[src/rtl/ram_share_arbiter.sv]
// Shares the core's work-RAM hiscore port between two background requesters,
// pausing the CPU and letting it settle before each round-robin grant.
module ram_share_arbiter #(
  parameter int ADDR_W = 14,
  parameter int SETTLE = 4
) (
  input  logic              clk,
  input  logic              reset_n,
  input  logic              ce,
  input  logic              pause_user,
  input  logic [1:0]        req,
  input  logic [ADDR_W-1:0] req_addr0,
  input  logic [ADDR_W-1:0] req_addr1,
  input  logic [7:0]        req_wdata0,
  input  logic [7:0]        req_wdata1,
  input  logic [1:0]        req_we,
  output logic [1:0]        grant,
  output logic              pause_cpu,
  output logic [ADDR_W-1:0] ram_addr,
  output logic [7:0]        ram_wdata,
  output logic              ram_we,
  output logic              ram_access,
  input  logic [7:0]        ram_rdata,
  output logic [7:0]        req_rdata
);

  typedef enum logic [2:0] {
    S_IDLE,
    S_PAUSE,
    S_SETTLE,
    S_GRANT,
    S_RELEASE
  } state_t;

  localparam logic [3:0] SETTLE_LAST = 4'(SETTLE - 1);

  state_t     state_reg, state_next;
  logic       winner_reg, winner_next;
  logic       rr_last_reg, rr_last_next;
  logic [3:0] settle_cnt_reg, settle_cnt_next;

  always_comb begin
    state_next      = state_reg;
    winner_next     = winner_reg;
    rr_last_next    = rr_last_reg;
    settle_cnt_next = settle_cnt_reg;
    case (state_reg)
      S_IDLE: begin
        if (|req) begin
          state_next  = S_PAUSE;
          winner_next = (&req) ? ~rr_last_reg : req[1];
        end
      end
      S_PAUSE: begin
        settle_cnt_next = 4'd0;
        state_next      = S_SETTLE;
      end
      S_SETTLE: begin
        // A requester that gives up while the CPU settles never sees a grant.
        if (!req[winner_reg]) begin
          state_next = S_RELEASE;
        end else if (ce) begin
          if (settle_cnt_reg == SETTLE_LAST) begin
            state_next = S_GRANT;
          end else begin
            settle_cnt_next = settle_cnt_reg + 4'd1;
          end
        end
      end
      S_GRANT: begin
        if (!req[winner_reg]) begin
          state_next   = S_RELEASE;
          rr_last_next = winner_reg;
        end
      end
      S_RELEASE: begin
        // CPU is still paused, so the waiting side is served without re-settling.
        if (req[~winner_reg]) begin
          winner_next = ~winner_reg;
          state_next  = S_GRANT;
        end else begin
          state_next = S_IDLE;
        end
      end
      default: state_next = S_IDLE;
    endcase
  end

  always_ff @(posedge clk) begin
    if (!reset_n) begin
      state_reg      <= S_IDLE;
      winner_reg     <= 1'b0;
      rr_last_reg    <= 1'b1;
      settle_cnt_reg <= 4'd0;
      grant          <= 2'b00;
      ram_access     <= 1'b0;
      ram_we         <= 1'b0;
      ram_addr       <= '0;
      ram_wdata      <= 8'd0;
    end else begin
      state_reg      <= state_next;
      winner_reg     <= winner_next;
      rr_last_reg    <= rr_last_next;
      settle_cnt_reg <= settle_cnt_next;
      // Port outputs follow the granted requester with one cycle of lag.
      if (state_next == S_GRANT) begin
        grant      <= winner_next ? 2'b10 : 2'b01;
        ram_access <= 1'b1;
        ram_we     <= req_we[winner_next];
        ram_addr   <= winner_next ? req_addr1 : req_addr0;
        ram_wdata  <= winner_next ? req_wdata1 : req_wdata0;
      end else begin
        grant      <= 2'b00;
        ram_access <= 1'b0;
        ram_we     <= 1'b0;
      end
    end
  end

  assign pause_cpu = pause_user | (state_reg != S_IDLE);
  assign req_rdata = ram_rdata;

endmodule

[config.mk]
export PLATFORM = sky130hd
export DESIGN_NAME = ram_share_arbiter
export DESIGN_NICKNAME = d
export VERILOG_FILES = /design/src/rtl/ram_share_arbiter.sv
export SDC_FILE = /design/constraint.sdc
export NUM_CORES = 1
export LEC_CHECK = 0
export ABC_CLOCK_PERIOD_IN_PS = 2000
export BUFFER_PORTS_ARGS = -buffer_cell sky130_fd_sc_hd__buf_2
export CAP_MARGIN = 30
export CELL_PAD_IN_SITES_DETAIL_PLACEMENT = 1
export CELL_PAD_IN_SITES_GLOBAL_PLACEMENT = 1
export CORE_MARGIN = 5
export CORE_UTILIZATION = 33
export DETAILED_ROUTE_END_ITERATION = 16
export PLACE_DENSITY = 0.87
export SLEW_MARGIN = 20
export SYNTH_ARGS = -nofsm -noshare
export SYNTH_HDL_FRONTEND = slang
export SYNTH_SLANG_ARGS = --single-unit
[constraint.sdc]
create_clock -name clk -period 2 [get_ports clk]
set_clock_uncertainty 0.05 [all_clocks]
set_input_delay 0.3 -clock clk [delete_from_list [all_inputs] [get_ports clk]]
set_output_delay 0.3 -clock clk [all_outputs]
set_load 0.01 [all_outputs]
==> flow_results.org <==
** Outcome
- Result of the run :: complete, no violations

** Timing
- Final hold vios :: 0
- Max-slew headroom at the worst pin :: 0.796
- Setup violations remaining at the end of the flow were counted as 0.
- Max Transition Viols Final :: 0
- For the pin with the worst max-slew slack, the measured transition is between 0.3 and 0.4 ns.
- Final clock period utilization by the worst path :: 0.974
- Max Clk Rate :: about 510 MHz
- Tmin final :: between 1.5 and 2 ns

** Floorplan
- Measured along the y axis, the die boundary spans slightly below 90 um.
- For this design the top-level I/O count stands at 95.
- Die Area :: approximately 7500 sq um
- Starting density of the core :: 0.335
- Area of the core region :: 5820 sq um
- Die width :: about 87 um
- Site row count :: 28

** Synthesis
- The largest total area in the synthesized netlist belongs to sky130_fd_sc_hd__dfxtp_1.
- Count of state elements after synthesis :: 35
- For this run, the register share of the synthesized area comes to 0.359.
- Post-synthesis async set-or-reset flop share :: 0
- A synthesized cell averages just over 9 sq um.
- During synthesis, Yosys emitted a total of 0 warnings.
- Number of different library cells in the post-synthesis netlist :: between 40 and 50
- The number of nets handed over by synthesis was 271.
- For this run, the leading register cell type out of synthesis is sky130_fd_sc_hd__dfxtp_1.
- Yosys mapped a number of flops with a built-in enable equal to 0.
- Leading post-synthesis cells by cell area :: sky130_fd_sc_hd__dfxtp_1 36%, sky130_fd_sc_hd__a311oi_2 15%, sky130_fd_sc_hd__o21ai_0 6.9%
- Of the post-synthesis cell area, the dominant cell type holds 0.359.
- Count of mapped cells out of synthesis :: 210
- Netlist area before placement :: around 2000 sq um

** Critical path
- Worst Setup Path Type :: reg2reg
- In this run the register-to-register setup slack is 0.05 ns.
- Cell count of the worst reg-to-reg path :: 6
- The worst register-to-register path begins at state_reg[0].
- Data arrives at the worst endpoint at ~2.1 ns.
- Along the worst path, the maximum fanout reaches 18.
- Startpoint types :: register
- STA puts the critical path data required time at between 2 and 2.5 ns.
- Worst Setup End Kind :: register
- Worst r2r dst :: ram_addr[6]

** Cells and area
- Flip-flop and latch area :: about 700 sq um
- Most common cell after layout, fill and taps aside :: sky130_fd_sc_hd__buf_2
- Compared with the post-synthesis result, the final layout area differs by 30.7%.
- For this run, the post-layout net count is about 350.
- The multi-input combinational cells in the finished layout cover a total of between 1000 and 1500 sq um.
- Final std cells w/o fill :: about 370
- Ratio of cells with drive above 1 in the final layout :: 0.478
- Number of diodes :: 0
- Post-layout utilization of the core :: 0.438
- Most frequent cells in the layout :: 78 x sky130_fd_sc_hd__buf_2, 33 x sky130_fd_sc_hd__dfxtp_1, 26 x sky130_fd_sc_hd__o21ai_0
- Count of filler cells inserted in the layout :: around 740
- Number of flip-flops under the largest register name :: 14

** Clock network
- Clock tree from TritonCTS :: built
- Worst-case clock buffer depth :: 2
- After clock tree synthesis, the clock-pin slew on the worst setup and hold paths is roughly 0.070 ns.
- Number of levels the H-tree was split into :: 2
- Clock tree synthesis selected as its root buffer the cell sky130_fd_sc_hd__clkbuf_8.
- CTS hold repair buffers :: 0
- Clk_lat worst skew :: 0.28 ns
- Clock sink count :: 35
- Buffers inserted during clock tree synthesis total 5.

** Power
- Peak VDD IR :: between 0.3 and 0.4 mV
- Areal power density over the cells :: 1070 nW/um^2
- The analysis attributes to cell leakage a power of about 1.1 nW.

** Drt
- Violation count after the first detailed-routing iteration :: 126
- After detailed routing, the number of remaining DRC violations is 0.
- After detailed routing, the average wire length per cell comes to around 17 um.
- Wire length after detailed routing :: between 6000 and 7000 um
- Dividing the detail-routed via count by the number of cells gives approximately 5.4.
- Number of antenna-violating nets in the routed design :: 0
- For this run, the detailed router's first-pass iteration total came to 4.
- Total number of vias :: between 1500 and 2000

** Placed design
- Total half-perimeter wirelength after legalization and detailed placement :: between 4000 and 5000 um
- The congestion estimate from routability-driven global placement came to 0.844.
- The count of buffers added on input and output ports is 78.
- Including well taps, the total number of placed cells is 353.

** Hold path
- The min-delay analysis places its worst path in the category in2reg.
- The worst hold path was traced through 2 stages.
- The worst hold path begins at reset_n.
- Endpoint with the worst hold slack :: rr_last_reg

** GRT
- Overflow left after global routing :: 0
- The first global-routing pass estimated between 9000 and 10000 um of wire.
- Across every metal layer, demand over resource in global routing totals 0.167.
- The via count of the first global-routing pass came to 2133.
- The number of antenna violations at the first check in global routing was 0.
- Pin count of the biggest net entering global routing :: 24

** Job
- Max-Cap Viols :: 0
## worst max-delay path, cell delays in order (launching register included)
cell                       delay, ns
sky130_fd_sc_hd__dfxtp_2        0.37
sky130_fd_sc_hd__or3b_1         0.42
sky130_fd_sc_hd__and3_4         0.20
sky130_fd_sc_hd__o221ai_4       0.21
sky130_fd_sc_hd__buf_12         0.19
sky130_fd_sc_hd__a21oi_1        0.11
sky130_fd_sc_hd__a311oi_2       0.30
## stage by stage
stage	TNS, ns	area [sq um]	total power (W)	hold slack (ns)	setup slack, ns
final	0	2550	0.00273	0.221	0.0522
after global routing	-0.00461	2550	0.00289	0.236	-0.00461
after CTS	0	2500	0.00270	0.217	0.00291
after detailed placement	-0.0500	2380	0.00210	0.445	-0.0500
after global placement	0	2380	0.00204	0.434	0.0680
after floorplan	0	1950	0.00173	0.322	0.282
## final cells by class
| type | count | area share |
|---|---|---|
| Sequential cell | 35 | 0.276 |
| Timing Repair Buffer | 96 | 0.218 |
| Tap cell | 75 | 0.0368 |
| Multi-Input combinational cell | 149 | 0.426 |
| Inverter | 3 | 0.00442 |
| Clock buffer | 8 | 0.0393 |
## cells in the mapped netlist, types with 2 or more instances
cell type	n
sky130_fd_sc_hd__o21ai_0	27
sky130_fd_sc_hd__a21oi_1	24
sky130_fd_sc_hd__buf_4	10
sky130_fd_sc_hd__xnor2_1	2
sky130_fd_sc_hd__a311oi_1	2
sky130_fd_sc_hd__nor2b_1	2
sky130_fd_sc_hd__and2_1	2
sky130_fd_sc_hd__dfxtp_1	35
sky130_fd_sc_hd__buf_6	2
sky130_fd_sc_hd__nand2b_1	2
sky130_fd_sc_hd__nor3_1	4
sky130_fd_sc_hd__a311oi_2	19
sky130_fd_sc_hd__clkbuf_1	6
sky130_fd_sc_hd__nand2_1	25
sky130_fd_sc_hd__nor3b_1	2
sky130_fd_sc_hd__buf_8	2
sky130_fd_sc_hd__buf_2	4
sky130_fd_sc_hd__nand4b_1	2
sky130_fd_sc_hd__nor2_1	9
sky130_fd_sc_hd__inv_1	3
sky130_fd_sc_hd__mux2i_1	2
sky130_fd_sc_hd__nand3_1	4
## where the power goes
part	total, W	internal [W]	switching (W)
sequential	0.000928	0.000836	0.0000921
combinational	0.00124	0.000534	0.000707
clock	0.000565	0.000315	0.000250
## kinds of logic (layout without fill, tap and decap cells)
logic type | count (synthesis) | in the layout | synth area share
compound gates | 78 | 78 | 0.329
xor+xnor | 2 | 2 | 0.00899
fa+ha+maj | 1 | 1 | 0.00642
buf+inv | 27 | 107 | 0.0931
flops | 35 | 35 | 0.359
mux | 4 | 4 | 0.0237
simple gates | 63 | 64 | 0.179
## worst max-delay path by stage
| stage | depth (start not counted) | endpoint | slack, ns | from |
|---|---|---|---|---|
| 2_1_floorplan | 6 | settle_cnt_reg[3] | 0.28 | settle_cnt_reg[0] |
| 3_3_place_gp | 6 | ram_wdata[4] | 0.07 | state_reg[0] |
| 3_5_place_dp | 7 | ram_addr[6] | -0.05 | req[1] |
| 4_1_cts | 6 | settle_cnt_reg[2] | 0.003 | settle_cnt_reg[0] |
| 5_1_grt | 6 | ram_wdata[0] | -0.005 | state_reg[0] |
| 6_report | 6 | ram_addr[6] | 0.05 | state_reg[0] |
## per-layer routing
layer | global-route usage | routed length (um)
met1 | 0.186 | 2450
met2 | 0.313 | 3450
met3 | 0.0331 | 344
met4 | 0.0567 | 113
met5 | 0 | 0
## timing repair
item,in CTS,in global routing
setup buffers,0,4
endpoints found under the setup margin,2,25
pin swaps,1,1
gates cloned,1,0
gates resized for setup,4,6
(Power assumes the default switching activity.)
